## config.mk

```make
export PLATFORM = sky130hd
export DESIGN_NAME = pc_shot_engine_flat
export DESIGN_NICKNAME = d
export VERILOG_FILES = /design/src/rtl/pc_shot_engine_if.sv /design/src/rtl/pc_shot_engine.sv /design/src/flat_wrapper.sv
export SDC_FILE = /design/constraint.sdc
export NUM_CORES = 1
export LEC_CHECK = 0
export CAP_MARGIN = 30
export CORE_MARGIN = 3
export CORE_UTILIZATION = 40
export DETAILED_ROUTE_END_ITERATION = 12
export PLACE_DENSITY = 0.6
export SETUP_SLACK_MARGIN = 0.2
export SLEW_MARGIN = 15
export SYNTH_ARGS = -nofsm -noshare
export SYNTH_HDL_FRONTEND = slang
export SYNTH_SLANG_ARGS = --single-unit
```

## constraint.sdc

```tcl
create_clock -name clk -period 2.9 [get_ports clk]
set_clock_uncertainty 0.1 [all_clocks]
set_input_delay 0.58 -clock clk [delete_from_list [all_inputs] [get_ports clk]]
set_output_delay 0.58 -clock clk [all_outputs]
set_load 0.03 [all_outputs]
```

## src/rtl/pc_shot_engine_if.sv

```systemverilog
// Signal bundle between the PC shot engine, the game FSM (turn control) and
// the player board register array (single-cell read/write port).
interface pc_shot_engine_if;
  // Handshake rules:
  // - turn_start is a one-cycle request. It is accepted only while the engine
  //   is idle. busy rises in the next cycle and stays high until the cycle in
  //   which shot_valid pulses.
  // - shot_valid is a one-cycle result strobe and needs no ready. shot_i,
  //   shot_j, shot_hit and no_target hold their values until the next
  //   shot_valid.
  // - cell_rd_data is a combinational read of (cell_i, cell_j).
  // - cell_wr_en writes cell_wr_data to (cell_i, cell_j) at the next clock edge.
  logic       turn_start;
  logic       seed_load;
  logic [7:0] seed_value;
  logic [3:0] ship_cells_total;
  logic [2:0] cell_i;
  logic [2:0] cell_j;
  logic [1:0] cell_rd_data;
  logic       cell_wr_en;
  logic [1:0] cell_wr_data;
  logic       busy;
  logic       shot_valid;
  logic [2:0] shot_i;
  logic [2:0] shot_j;
  logic       shot_hit;
  logic       no_target;
  logic [3:0] hit_count;
  logic       is_defeat;
  logic [2:0] dbg_state;

  modport master (
    input  turn_start, seed_load, seed_value, ship_cells_total, cell_rd_data,
    output cell_i, cell_j, cell_wr_en, cell_wr_data, busy, shot_valid,
           shot_i, shot_j, shot_hit, no_target, hit_count, is_defeat, dbg_state
  );

  modport slave (
    output turn_start, seed_load, seed_value, ship_cells_total, cell_rd_data,
    input  cell_i, cell_j, cell_wr_en, cell_wr_data, busy, shot_valid,
           shot_i, shot_j, shot_hit, no_target, hit_count, is_defeat, dbg_state
  );
endinterface

```

## src/rtl/pc_shot_engine.sv

```systemverilog
// PC firing engine: after a visible think delay it picks an unfired player cell
// (random LFSR tries, then a row-major scan), marks it hit or miss and reports.
module pc_shot_engine #(
  parameter int         BOARD_N      = 5,
  parameter int         THINK_CYCLES = 16,
  parameter int         MAX_TRIES    = 32,
  parameter logic [7:0] LFSR_SEED    = 8'hA5
) (
  input  logic             clk,
  input  logic             rst,
  pc_shot_engine_if.master bus
);

  localparam int         TW   = $clog2(THINK_CYCLES + 1);
  localparam int         RW   = $clog2(MAX_TRIES + 1);
  localparam logic [2:0] LAST = 3'(BOARD_N - 1);

  typedef enum logic [2:0] {
    S_IDLE   = 3'd0,
    S_THINK  = 3'd1,
    S_PICK   = 3'd2,
    S_SCAN   = 3'd3,
    S_WRITE  = 3'd4,
    S_REPORT = 3'd5
  } state_t;

  state_t        state_q, state_d;
  logic [7:0]    lfsr_q, lfsr_d;
  logic [TW-1:0] think_q, think_d;
  logic [RW-1:0] tries_q, tries_d;
  logic [2:0]    scan_i_q, scan_i_d;
  logic [2:0]    scan_j_q, scan_j_d;
  logic [2:0]    tgt_i_q, tgt_i_d;
  logic [2:0]    tgt_j_q, tgt_j_d;
  logic          tgt_hit_q, tgt_hit_d;
  logic [3:0]    total_q, total_d;
  logic [3:0]    hit_q, hit_d;
  logic          defeat_q, defeat_d;
  logic [2:0]    shot_i_q, shot_i_d;
  logic [2:0]    shot_j_q, shot_j_d;
  logic          shot_hit_q, shot_hit_d;
  logic          no_target_q, no_target_d;

  logic [2:0]    cand_i, cand_j;
  logic          cand_ok;
  logic [2:0]    cell_i_c, cell_j_c;
  logic          wr_en_c;
  logic [1:0]    wr_data_c;

  assign cand_i  = lfsr_q[2:0];
  assign cand_j  = lfsr_q[5:3];
  assign cand_ok = (int'(cand_i) < BOARD_N) && (int'(cand_j) < BOARD_N);

  // Fibonacci LFSR, taps 8,6,5,4; frozen in IDLE so a seed load is exact.
  always_comb begin
    lfsr_d = {lfsr_q[6:0], lfsr_q[7] ^ lfsr_q[5] ^ lfsr_q[4] ^ lfsr_q[3]};
    if (state_q == S_IDLE) begin
      lfsr_d = lfsr_q;
      if (bus.seed_load) begin
        lfsr_d = (bus.seed_value == 8'd0) ? LFSR_SEED : bus.seed_value;
      end
    end
  end

  always_comb begin
    state_d     = state_q;
    think_d     = think_q;
    tries_d     = tries_q;
    scan_i_d    = scan_i_q;
    scan_j_d    = scan_j_q;
    tgt_i_d     = tgt_i_q;
    tgt_j_d     = tgt_j_q;
    tgt_hit_d   = tgt_hit_q;
    total_d     = total_q;
    hit_d       = hit_q;
    defeat_d    = defeat_q;
    shot_i_d    = shot_i_q;
    shot_j_d    = shot_j_q;
    shot_hit_d  = shot_hit_q;
    no_target_d = no_target_q;
    cell_i_c    = 3'd0;
    cell_j_c    = 3'd0;
    wr_en_c     = 1'b0;
    wr_data_c   = 2'b00;

    unique case (state_q)
      S_IDLE: begin
        if (bus.turn_start) begin
          state_d = S_THINK;
          think_d = TW'(THINK_CYCLES);
          total_d = bus.ship_cells_total;
          tries_d = '0;
        end
      end

      S_THINK: begin
        think_d = think_q - TW'(1);
        if (think_q <= TW'(1)) state_d = S_PICK;
      end

      S_PICK: begin
        cell_i_c = cand_i;
        cell_j_c = cand_j;
        if (cand_ok && !bus.cell_rd_data[1]) begin
          tgt_i_d   = cand_i;
          tgt_j_d   = cand_j;
          tgt_hit_d = bus.cell_rd_data[0];
          state_d   = S_WRITE;
        end else begin
          tries_d = tries_q + RW'(1);
          if (tries_q == RW'(MAX_TRIES - 1)) begin
            state_d  = S_SCAN;
            scan_i_d = 3'd0;
            scan_j_d = 3'd0;
          end
        end
      end

      S_SCAN: begin
        cell_i_c = scan_i_q;
        cell_j_c = scan_j_q;
        if (!bus.cell_rd_data[1]) begin
          tgt_i_d   = scan_i_q;
          tgt_j_d   = scan_j_q;
          tgt_hit_d = bus.cell_rd_data[0];
          state_d   = S_WRITE;
        end else if (scan_i_q == LAST && scan_j_q == LAST) begin
          // Every cell already fired: report (0,0) as a miss with no_target.
          state_d     = S_REPORT;
          shot_i_d    = 3'd0;
          shot_j_d    = 3'd0;
          shot_hit_d  = 1'b0;
          no_target_d = 1'b1;
        end else if (scan_j_q == LAST) begin
          scan_i_d = scan_i_q + 3'd1;
          scan_j_d = 3'd0;
        end else begin
          scan_j_d = scan_j_q + 3'd1;
        end
      end

      S_WRITE: begin
        cell_i_c    = tgt_i_q;
        cell_j_c    = tgt_j_q;
        wr_en_c     = 1'b1;
        wr_data_c   = tgt_hit_q ? 2'b11 : 2'b10;
        if (tgt_hit_q && hit_q != 4'hF) hit_d = hit_q + 4'd1;
        state_d     = S_REPORT;
        shot_i_d    = tgt_i_q;
        shot_j_d    = tgt_j_q;
        shot_hit_d  = tgt_hit_q;
        no_target_d = 1'b0;
      end

      S_REPORT: begin
        state_d = S_IDLE;
      end

      default: begin
        state_d = S_IDLE;
      end
    endcase

    // Defeat is judged on the updated hit count as the report is entered.
    if (state_q != S_REPORT && state_d == S_REPORT &&
        total_q != 4'd0 && hit_d == total_q) begin
      defeat_d = 1'b1;
    end
  end

  always_ff @(posedge clk or negedge rst) begin
    if (!rst) begin
      state_q     <= S_IDLE;
      lfsr_q      <= LFSR_SEED;
      think_q     <= '0;
      tries_q     <= '0;
      scan_i_q    <= 3'd0;
      scan_j_q    <= 3'd0;
      tgt_i_q     <= 3'd0;
      tgt_j_q     <= 3'd0;
      tgt_hit_q   <= 1'b0;
      total_q     <= 4'd0;
      hit_q       <= 4'd0;
      defeat_q    <= 1'b0;
      shot_i_q    <= 3'd0;
      shot_j_q    <= 3'd0;
      shot_hit_q  <= 1'b0;
      no_target_q <= 1'b0;
    end else begin
      state_q     <= state_d;
      lfsr_q      <= lfsr_d;
      think_q     <= think_d;
      tries_q     <= tries_d;
      scan_i_q    <= scan_i_d;
      scan_j_q    <= scan_j_d;
      tgt_i_q     <= tgt_i_d;
      tgt_j_q     <= tgt_j_d;
      tgt_hit_q   <= tgt_hit_d;
      total_q     <= total_d;
      hit_q       <= hit_d;
      defeat_q    <= defeat_d;
      shot_i_q    <= shot_i_d;
      shot_j_q    <= shot_j_d;
      shot_hit_q  <= shot_hit_d;
      no_target_q <= no_target_d;
    end
  end

  assign bus.cell_i       = cell_i_c;
  assign bus.cell_j       = cell_j_c;
  assign bus.cell_wr_en   = wr_en_c;
  assign bus.cell_wr_data = wr_data_c;
  assign bus.busy         = (state_q == S_THINK) || (state_q == S_PICK) ||
                            (state_q == S_SCAN)  || (state_q == S_WRITE);
  assign bus.shot_valid   = (state_q == S_REPORT);
  assign bus.shot_i       = shot_i_q;
  assign bus.shot_j       = shot_j_q;
  assign bus.shot_hit     = shot_hit_q;
  assign bus.no_target    = no_target_q;
  assign bus.hit_count    = hit_q;
  assign bus.is_defeat    = defeat_q;
  assign bus.dbg_state    = state_q;

endmodule

```

## src/flat_wrapper.sv

```systemverilog
// flat-port wrapper written by rule: the top's interface ports become plain ports
module pc_shot_engine_flat 
#(
  parameter int         BOARD_N      = 5,
  parameter int         THINK_CYCLES = 16,
  parameter int         MAX_TRIES    = 32,
  parameter logic [7:0] LFSR_SEED    = 8'hA5
)
  (clk, rst, bus_turn_start, bus_seed_load, bus_seed_value, bus_ship_cells_total, bus_cell_rd_data, bus_cell_i, bus_cell_j, bus_cell_wr_en, bus_cell_wr_data, bus_busy, bus_shot_valid, bus_shot_i, bus_shot_j, bus_shot_hit, bus_no_target, bus_hit_count, bus_is_defeat, bus_dbg_state);
  pc_shot_engine_if bus_i ();
  input  logic clk;
  input  logic rst;
  input wire logic [$bits(bus_i.turn_start)-1:0] bus_turn_start;
  input wire logic [$bits(bus_i.seed_load)-1:0] bus_seed_load;
  input wire logic [$bits(bus_i.seed_value)-1:0] bus_seed_value;
  input wire logic [$bits(bus_i.ship_cells_total)-1:0] bus_ship_cells_total;
  input wire logic [$bits(bus_i.cell_rd_data)-1:0] bus_cell_rd_data;
  output wire logic [$bits(bus_i.cell_i)-1:0] bus_cell_i;
  output wire logic [$bits(bus_i.cell_j)-1:0] bus_cell_j;
  output wire logic [$bits(bus_i.cell_wr_en)-1:0] bus_cell_wr_en;
  output wire logic [$bits(bus_i.cell_wr_data)-1:0] bus_cell_wr_data;
  output wire logic [$bits(bus_i.busy)-1:0] bus_busy;
  output wire logic [$bits(bus_i.shot_valid)-1:0] bus_shot_valid;
  output wire logic [$bits(bus_i.shot_i)-1:0] bus_shot_i;
  output wire logic [$bits(bus_i.shot_j)-1:0] bus_shot_j;
  output wire logic [$bits(bus_i.shot_hit)-1:0] bus_shot_hit;
  output wire logic [$bits(bus_i.no_target)-1:0] bus_no_target;
  output wire logic [$bits(bus_i.hit_count)-1:0] bus_hit_count;
  output wire logic [$bits(bus_i.is_defeat)-1:0] bus_is_defeat;
  output wire logic [$bits(bus_i.dbg_state)-1:0] bus_dbg_state;
  assign bus_i.turn_start = bus_turn_start;
  assign bus_i.seed_load = bus_seed_load;
  assign bus_i.seed_value = bus_seed_value;
  assign bus_i.ship_cells_total = bus_ship_cells_total;
  assign bus_i.cell_rd_data = bus_cell_rd_data;
  assign bus_cell_i = bus_i.cell_i;
  assign bus_cell_j = bus_i.cell_j;
  assign bus_cell_wr_en = bus_i.cell_wr_en;
  assign bus_cell_wr_data = bus_i.cell_wr_data;
  assign bus_busy = bus_i.busy;
  assign bus_shot_valid = bus_i.shot_valid;
  assign bus_shot_i = bus_i.shot_i;
  assign bus_shot_j = bus_i.shot_j;
  assign bus_shot_hit = bus_i.shot_hit;
  assign bus_no_target = bus_i.no_target;
  assign bus_hit_count = bus_i.hit_count;
  assign bus_is_defeat = bus_i.is_defeat;
  assign bus_dbg_state = bus_i.dbg_state;
  pc_shot_engine #(.BOARD_N(BOARD_N), .THINK_CYCLES(THINK_CYCLES), .MAX_TRIES(MAX_TRIES), .LFSR_SEED(LFSR_SEED)) u_core (.clk(clk), .rst(rst), .bus(bus_i));
endmodule
```

### Yosys cells after proc, flatten, opt, wreduce, memory -nomap -nowiden

Index checks and enable logic that the tools add are counted.

* ROM bits: 0
* input port bits: 18
* flip-flop bits (word level): 52
* memories kept: 0
* word-level logic and storage cells: 125
* bits in writable memories: 0
* latch bits: 0

* reduce and logical (&&, ||, !) cells: 25
* equality and inequality tests: 22
* divide/modulo/power cells: 0
* shift operators: 0
* add/subtract/negate cells: 5
* multipliers: 0
* bitwise gates (word level): 3
* magnitude comparators: 3
* muxes and demuxes: 51

Operators by type and width (number)
* $mux W3: 20
* $pmux W3 S2: 6
* $mux W8: 3
* $pmux W3 S3: 2
* $eq A3 B3 Y1 const B: 5
* $pmux W3 S5: 1
* $mux W6: 2
* $ne A2 B2 Y1 const B: 6
* $pmux W6 S2: 1
* $pmux W5 S2: 1
* $reduce_and A3 Y1: 3
* $logic_not A8 Y1: 1
* $mux W1: 8
* $mux W4: 2
* $ne A2 B1 Y1 const B: 4
* $reduce_bool A2 Y1: 4
* $logic_and A1 B1 Y1: 7
* $add A3 B1 Y3 const B: 2
* $add A6 B1 Y6 const B: 1
* $eq A3 B2 Y1 const B: 2
* $eq A6 B5 Y1 const B: 1
* $lt A3 B3 Y1 const B: 2
* $pmux W1 S2: 3
* $reduce_and A6 Y1: 1
* 16 further kinds: 21

### Longest topological paths before layout

Gate-level depths: netlist (run 1).

* word-level depth: 9
* mapped depth: 7

### Least setup slack after synthesis (run 1)

OpenSTA, ideal clock, no wires.

* path kind: flip-flop to output port
* start: reg u_core.state_q[0] (netlist: u_core.bus.dbg_state[0])
* end: out bus_cell_i[0]
* data required time: 2.220 ns
* stages on the path, launching flop included: 5
* path slack: 0.312 ns
* arrival: 1.908 ns
* cells stage by stage: dfrtp_1 -> buf_2 -> nor3b_2 -> nand2_1 -> o21ai_0

* word-level cells in the longest chain between the ends: 2
* elaborated cells between the ends (all ways): 4
* those cells by class: eq/ne (3); mux (1)

RTL lines
* from (decl): RTL line pc_shot_engine.sv:27 `state_t state_q, state_d;`
* from (signal assigned): RTL line pc_shot_engine.sv:190 `state_q <= state_d;`
* $eq A3 B3 Y1 / $eq A3 B2 Y1 (equally long branches): RTL line pc_shot_engine.sv:86 `unique case (state_q)`
* $pmux W3 S3 (*): RTL line pc_shot_engine.sv:86
* to (decl): RTL line flat_wrapper.sv:18 `output wire logic [$bits(bus_i.cell_i)-1:0] bus_cell_i;`

Mark *: on every way between the ends. The rest lies on a longest branch, timed or not.

### Worst setup path in the final report (run 1)

* start: reg u_core.state_q[1] (netlist: u_core.bus.dbg_state[1])
* end: out bus_busy

* word-level cells in the longest chain between the ends: 4
* elaborated cells between the ends (all ways): 7
* those cells by class: eq/ne (4); reduce/logical (3)

RTL lines
* $eq A3 B1 Y1 / $eq A3 B2 Y1 (equally long branches): RTL line pc_shot_engine.sv:213 `assign bus.busy = (state_q == S_THINK) || (state_q == S_PICK) ||`
* $logic_or A1 B1 Y1 (2 in a row): RTL line pc_shot_engine.sv:213
* $logic_or A1 B1 Y1 (*): RTL line pc_shot_engine.sv:214 `(state_q == S_SCAN) || (state_q == S_WRITE);`
* to (decl): RTL line flat_wrapper.sv:22 `output wire logic [$bits(bus_i.busy)-1:0] bus_busy;`

Marked as above.

==> results of run 1 <==
-- area by class of cell --
type	instances	area share [%]
well taps	96	3.39
clock buffers	8	2.54
flip-flops and latches	52	36.8
inverters	14	1.48
repair buffers	55	14.9
multi-input cells	226	40.8
-- per-stage QoR --
stage	total power [mW]	util, %	hold WS [ns]
floorplan	2.65	-	0.184
global placement	3.22	49.5	0.357
detailed placement	3.28	49.5	0.362
CTS	3.73	50.9	0.187
global route	4.03	51.4	0.201
finish	3.70	51.4	0.166
-- synth_stat cells (5+ instances only) --
master	instances
nand2b_1	7
nand2_1	42
nor3_1	7
nor2_1	24
ha_1	8
dfrtp_1	48
o21ai_0	24
clkbuf_1	6
xor2_1	6
a21oi_1	21
inv_1	14
mux2_2	8
mux2i_1	14
nand3_1	5
-- cells in the final DEF (no fill, tap or decap), types with 2 or more instances in the layout --
cell type,synthesis,final
a21oi_1,21,21
nor2_1,24,24
o21bai_1,2,2
o211ai_1,2,2
nor4_1,3,3
mux2_2,8,8
nor3b_1,2,2
o21ai_0,24,24
nand3_1,5,5
nand4_1,4,4
a22oi_1,2,2
buf_4,2,15
dfrtp_1,48,48
buf_12,0,2
inv_1,14,14
a21o_1,2,2
o32ai_1,2,2
mux2i_1,14,14
a211oi_1,2,2
or3_1,2,2
nor3_1,7,7
o21ai_1,2,2
clkbuf_8,0,6
ha_1,8,8
o31ai_1,3,3
clkbuf_1,6,2
nand2b_1,7,7
dfstp_2,4,4
nand2_1,42,42
clkdlybuf4s50_1,0,35
xnor2_1,4,4
nand3b_1,3,3
xor2_1,6,6
nor2b_1,3,3
-- final timing paths --
check / start / endpoint / slack, ns / depth (start not counted)
max reg2reg: u_core.scan_j_q[0]$_DFFE_PN0P_ / u_core.scan_j_q[0]$_DFFE_PN0P_ / 0.52 / 7
max in group asynchronous: rst / u_core.lfsr_q[2]$_DFFE_PN1P_ / 1.91 / 2
min in group clk: u_core.bus.shot_i[0]$_DFFE_PN0P_ / u_core.bus.shot_i[0]$_DFFE_PN0P_ / 0.38 / 2
min reg2reg: u_core.bus.shot_i[0]$_DFFE_PN0P_ / u_core.bus.shot_i[0]$_DFFE_PN0P_ / 0.38 / 2
min: rst / u_core.bus.hit_count[3]$_DFF_PN0_ / 0.17 / 1
max: u_core.bus.dbg_state[1]$_DFF_PN0_ / bus_busy / 0.31 / 4
-- worst register-to-register path, cell delays in order, from the launching register on --
cell and delay, ns:
dfrtp_1 0.43, inv_1 0.10, ha_1 0.23, nand4_1 0.23, o2bb2ai_1 0.19, a22oi_1 0.35
nand2b_1 0.28, mux2_2 0.36
-- timing repair --
action,4_1_cts,5_1_grt
setup endpoints to repair,3,2
buffers inserted,0,2
resized for setup,2,1
pin swaps,0,1
-- power groups by stage --
stage	clock network [mW]	registers (mW)	logic, mW
after global placement	0	1.33	1.89
after global routing	0.477	1.38	2.17
final	0.428	1.33	1.94
after CTS	0.442	1.33	1.95
after floorplan	0	1.45	1.20
after detailed placement	0	1.34	1.94
-- cells by family (layout without fill, tap and decap cells) --
family          after synthesis  count (layout)  share of synthesized area [%]
simple gates                112             112                           19.1
buf+inv                      31              77                           5.22
fa+ha+maj                     8               8                           3.45
xor+xnor                     10              10                           3.02
flops                        52              52                           45.0
compound gates               73              73                           15.7
mux                          23              23                           8.46
-- layer usage --
layer	routed length [um]	global-route usage [%]	up-vias
li1	-	-	1175
met1	3160	23.5	1169
met2	2990	25.3	54
met3	270	3.40	6
met4	86	5.28	0
met5	0	0	-
-- flip-flops by register name, summed over array words and instances, names as in the netlist --
name,flops
u_core.lfsr_q,8
u_core.bus.shot_hit,1
u_core.bus.hit_count,4
u_core.bus.shot_i,3
u_core.tgt_hit_q,1
u_core.scan_j_q,3
u_core.tries_q,6
u_core.think_q,5
u_core.bus.dbg_state,3
u_core.tgt_j_q,3
u_core.tgt_i_q,3
u_core.bus.no_target,1
u_core.total_q,4
u_core.scan_i_q,3
u_core.bus.is_defeat,1
u_core.bus.shot_j,3
==> flow_summary_export.csv, run 1 <==
group,metric,value,unit
placement,last_weighted_congestion_value_of_the_routability_driven_placer,0.800,
synthesis,synthTopCellsByArea,"dfrtp_1, nand2_1, mux2i_1",
run_status,run_status,"completed",
global_route,antenna_found_initial,0,
pwr,power.internal,2.07,mW
die,die_height,91.2,um
final_layout,n_antenna_cell,0,
placement,placement.io_buffers,44,
synthesis,asyncSetResetFlopFracSynth,100,%
clocking,cts_max_path_buffers,2,
synthesis,area_share_of_the_largest_cell_type_after_synthesis,41.4,%
timing,period_needed,2.59,ns
synthesis,synth_area_per_cell,9.39,um2
synthesis,synth_largest_area_cell,"dfrtp_1",
pwr,swShare,43.9,%
timing,setup_ws,0.313,ns
placement,detailed_place_hpwl,4850,um
timing,finalHoldViolCount,0,
final_layout,num-nets-final,380,
worst_setup_path,crit_family,"buffers and inverters",
synthesis,yosys_warnings,0,
pwr,ir_drop,0.444,mV
pwr,power.density,1040,nW/um2
die,initial_utilization,42.0,%
placement,dp_area,3420,um2
timing,finalMaxSlewViolations,0,
worst_setup_path,critical_path_class,"flop to output port",
worst_setup_path,worst_path_max_delay_cell,"clkdlybuf4s50_1",
job,max_cap_viol_count,0,
hold_path,holdCritPathClass,"primary input to asynchronous set/reset pin",
final_layout,layout_cell_area_excl_fill,3550,um2
worst_setup_path,timing.critical_path.buf_inv,2,
detailed_routing,post-route-drc-count,0,
detailed_routing,detail_route.wirelength,6510,um
clocking,clock_tree.htree_level_count,2,
global_route,grt_pass1_vias,2247,
clocking,clock-sinks,52,
worst_setup_path,critPathMaxFanout,16,
synthesis,synth_area,2900,um2
timing,timing.max_slew.rel_slack,60.6,%
clocking,cts.root.buffer_cell,"clkbuf_8",
die,design.portCount,45,
timing,max_freq,386,MHz
global_route,globalRouteOverflowTotal,0,
timing,timing.final.crit_share,89.2,%
timing,grt_setup_unrepaired,"false",
worst_setup_path,critical_path_cell_by_cell,"buf_4 -> o21a_1 -> nor2_1 -> clkdlybuf4s50_1",
placement,detailedPlace.worstSlack,0.424,ns
final_layout,fillers,662,
pwr,comb_power_share,52.5,%
worst_setup_path,critical_path_arrival,1.91,ns
worst_setup_path,critPathMaxStageDelay,0.69,ns
final_layout,final_cells,451,
detailed_routing,vias_per_cell,5.33,
global_route,gr-usage-all-layers,16.5,%
detailed_routing,vias,2404,
die,total_number_of_placement_rows,30,
synthesis,synth.net_count,335,
die,die_area,8310,um2
timing,worstMarginPinSlew,0.591,ns
timing,timing.setup.tns,0,ns
synthesis,syn-instance-count,309,
worst_setup_path,worst_ep_required_time,2.22,ns
pwr,power_switching,1.62,mW
detailed_routing,drt_pre_antenna_iters,4,
die,core-area,6910,um2
placement,post-place-cells,441,
clocking,cts_inserted_buffers,5,
clocking,clk-insertion-delay-late,0.31,ns
detailed_routing,drtAntennaViolNets,0,
synthesis,synth_top_flop_cell,"dfrtp_1",
synthesis,synth_cell_type_count,56,
global_route,global_route_wire_length_before_repair,11100,um
final_layout,drive_gt1_share,12.1,%
pwr,power.clock.fraction,11.6,%
synthesis,synth_seq_cells,52,
worst_setup_path,worst_setup_path_end_kind,"output port",
detailed_routing,wire_per_inst,14.4,um
die,chipWidth,91.2,um
pwr,seq_power_share,35.9,%
clocking,clk_pin_slew_worst_paths,0.09,ns
final_layout,sequential_cell_area,1310,um2
worst_setup_path,cp-start-kind,"flop",
final_layout,area_of_the_multi_input_gates,1450,um2
synthesis,synth_edf_count,0,
clocking,cts_tree,"done",
clocking,holdBufCountCts,0,
synthesis,ys_seq_area_share,45.0,%
timing,setup_viol,0,
pwr,total_leakage_power,1.60,nW
detailed_routing,detail_route.iter0.violations,106,
global_route,grt_max_degree,29,
final_layout,p_r_area_growth_vs_syn,22.3,%
Power figures use the tool's default switching activity.
==> run 2, diff against run 1 <==
--- a/config.mk
+++ b/config.mk
@@ -8,6 +8,7 @@
 export CAP_MARGIN = 30
 export CORE_MARGIN = 3
 export CORE_UTILIZATION = 40
+export CTS_BUF_LIST = sky130_fd_sc_hd__clkbuf_2
 export DETAILED_ROUTE_END_ITERATION = 12
 export PLACE_DENSITY = 0.6
 export SETUP_SLACK_MARGIN = 0.2
==> flow_summary_export.csv, run 2 (synthesized netlist as in run 1, its figures left out) <==
group,metric,value,unit
run_status,run_status,"completed",
clocking,clk-insertion-delay-late,0.43,ns
final_layout,layout_commonest_cell,"dfrtp_1",
global_route,globalRouteOverflowTotal,0,
timing,finalHoldViolCount,0,
detailed_routing,vias_per_cell,5.29,
global_route,grt_max_degree,29,
final_layout,largest_reg_flops,8,
clocking,clk_pin_slew_worst_paths,0.24,ns
pwr,swShare,45.5,%
detailed_routing,drt_pre_antenna_iters,4,
final_layout,most-common-layout-cells,"dfrtp_1, nand2_1, clkdlybuf4s50_1",
timing,max_freq,379,MHz
placement,placement.io_buffers,44,
clocking,clock-sinks,52,
pwr,finalPower,3.54,mW
worst_setup_path,cp-start-kind,"flop",
pwr,total_leakage_power,1.58,nW
pwr,ir_drop,0.409,mV
final_layout,drive_gt1_share,12.9,%
clocking,cts_inserted_buffers,5,
pwr,power.internal,1.93,mW
die,design.portCount,45,
worst_setup_path,worst_ep_required_time,2.22,ns
placement,detailedPlace.worstSlack,0.424,ns
clocking,cts.root.buffer_cell,"clkbuf_2",
worst_setup_path,critPathMaxFanout,10,
worst_setup_path,crit_family,"buffers and inverters",
detailed_routing,drtAntennaViolNets,0,
worst_setup_path,critical_path_arrival,1.96,ns
timing,period_needed,2.64,ns
final_layout,largest_registers_ranked_by_flip_flop_count,"u_core.lfsr_q: 8 flops, u_core.tries_q: 6 flops, u_core.think_q: 5 flops",
die,die_height,91.2,um
clocking,cts_tree,"done",
die,chipWidth,91.2,um
pwr,comb_power_share,54.5,%
worst_setup_path,critPathMaxStageDelay,0.67,ns
detailed_routing,wire_per_inst,14.3,um
worst_setup_path,worst_setup_path_end_kind,"output port",
detailed_routing,vias,2392,
die,die_area,8310,um2
final_layout,layout_cell_area_excl_fill,3500,um2
timing,timing.setup.tns,0,ns
hold_path,holdCritPathClass,"flop to flop",
global_route,gr-usage-all-layers,16.4,%
detailed_routing,post-route-drc-count,0,
placement,detailed_place_hpwl,4850,um
timing,worstMarginPinSlew,0.603,ns
placement,dp_area,3420,um2
final_layout,num-nets-final,381,
pwr,power.density,1010,nW/um2
detailed_routing,detail_route.iter0.violations,118,
clocking,cts_max_path_buffers,2,
timing,timing.max_slew.rel_slack,59.8,%
final_layout,p_r_area_growth_vs_syn,20.6,%
die,core-area,6910,um2
pwr,seq_power_share,37.4,%
clocking,clock_tree.htree_level_count,2,
pwr,power_switching,1.61,mW
timing,grt_setup_unrepaired,"true",
global_route,global_route_wire_length_before_repair,11100,um
job,max_cap_viol_count,0,
final_layout,regMostFlops,"u_core.lfsr_q",
timing,finalMaxSlewViolations,0,
worst_setup_path,critical_path_class,"flop to output port",
timing,setup_viol,0,
global_route,antenna_found_initial,0,
worst_setup_path,timing.critical_path.buf_inv,2,
worst_setup_path,worst_path_max_delay_cell,"clkdlybuf4s50_1",
detailed_routing,detail_route.wirelength,6470,um
timing,timing.final.crit_share,91.0,%
worst_setup_path,critical_path_cell_by_cell,"nor3b_4 -> buf_12 -> clkdlybuf4s50_1",
die,total_number_of_placement_rows,30,
die,initial_utilization,42.0,%
global_route,grt_pass1_vias,2248,
pwr,power.clock.fraction,8.1,%
placement,last_weighted_congestion_value_of_the_routability_driven_placer,0.800,
final_layout,n_antenna_cell,0,
timing,setup_ws,0.260,ns
-- run 2: metal layers --
| layer | part of all wire [%] | track usage (%) | up-vias |
|---|---|---|---|
| met3 | 4.0 | 2.73 | 7 |
| li1 | - | - | 1180 |
| met5 | 0 | 0 | - |
| met4 | 1.4 | 4.90 | 0 |
| met2 | 45 | 25.1 | 49 |
| met1 | 49 | 23.7 | 1156 |
-- run 2: through the flow --
step / hold slack [ns] / utilization [%] / std cells
floorplan: 0.184 / - / 309
global placement: 0.357 / 49.5 / 441
detailed placement: 0.362 / 49.5 / 441
CTS: 0.410 / 50.3 / 450
global route: 0.430 / 50.7 / 452
finish: 0.405 / 50.7 / 452
-- run 2: worst paths after layout --
kind	slack [ns]	start	endpoint	cells after the start
max	0.26	u_core.bus.dbg_state[0]$_DFF_PN0_	bus_cell_wr_en	3
min	0.40	u_core.lfsr_q[7]$_DFFE_PN1P_	u_core.lfsr_q[7]$_DFFE_PN1P_	2
max reg2reg	0.51	u_core.scan_j_q[0]$_DFFE_PN0P_	u_core.scan_j_q[0]$_DFFE_PN0P_	7
min reg2reg	0.40	u_core.lfsr_q[7]$_DFFE_PN1P_	u_core.lfsr_q[7]$_DFFE_PN1P_	2
max in group asynchronous	1.52	rst	u_core.lfsr_q[2]$_DFFE_PN1P_	3
min in group asynchronous	0.55	rst	u_core.bus.shot_i[1]$_DFFE_PN0P_	2
-- run 2: power by group through the flow --
| stage | combinational, mW | sequential, mW | clock (mW) |
|---|---|---|---|
| final | 1.93 | 1.32 | 0.286 |
| after global routing | 2.16 | 1.38 | 0.334 |
| after CTS | 1.94 | 1.33 | 0.301 |
| after detailed placement | 1.94 | 1.34 | 0 |
| after global placement | 1.89 | 1.33 | 0 |
| after floorplan | 1.20 | 1.45 | 0 |
-- run 2: final cells by class --
| type | instances | area [um2] |
|---|---|---|
| clock buffer | 7 | 35.0 |
| fill | 672 | 3410 |
| tap | 96 | 120 |
| inverter | 14 | 52.6 |
| clock inverter | 1 | 3.75 |
| sequential | 52 | 1310 |
| timing repair buffer | 56 | 529 |
| multi-input combinational | 226 | 1450 |
-- run 2: timing repair --
| item | CTS | global route |
|---|---|---|
| endpoints found under the setup margin | 7 | 8 |
| hold endpoints to repair | 11 | 0 |
| hold buffers | 1 | 0 |
| setup buffers | 0 | 2 |
| gates resized for setup | 5 | 3 |
| pin swaps | 0 | 1 |
-- run 2: worst min-delay path: stages (launching register included) --
cell	delay, ns
dfstp_2	0.43
nand2_1	0.04
o21ai_0	0.06
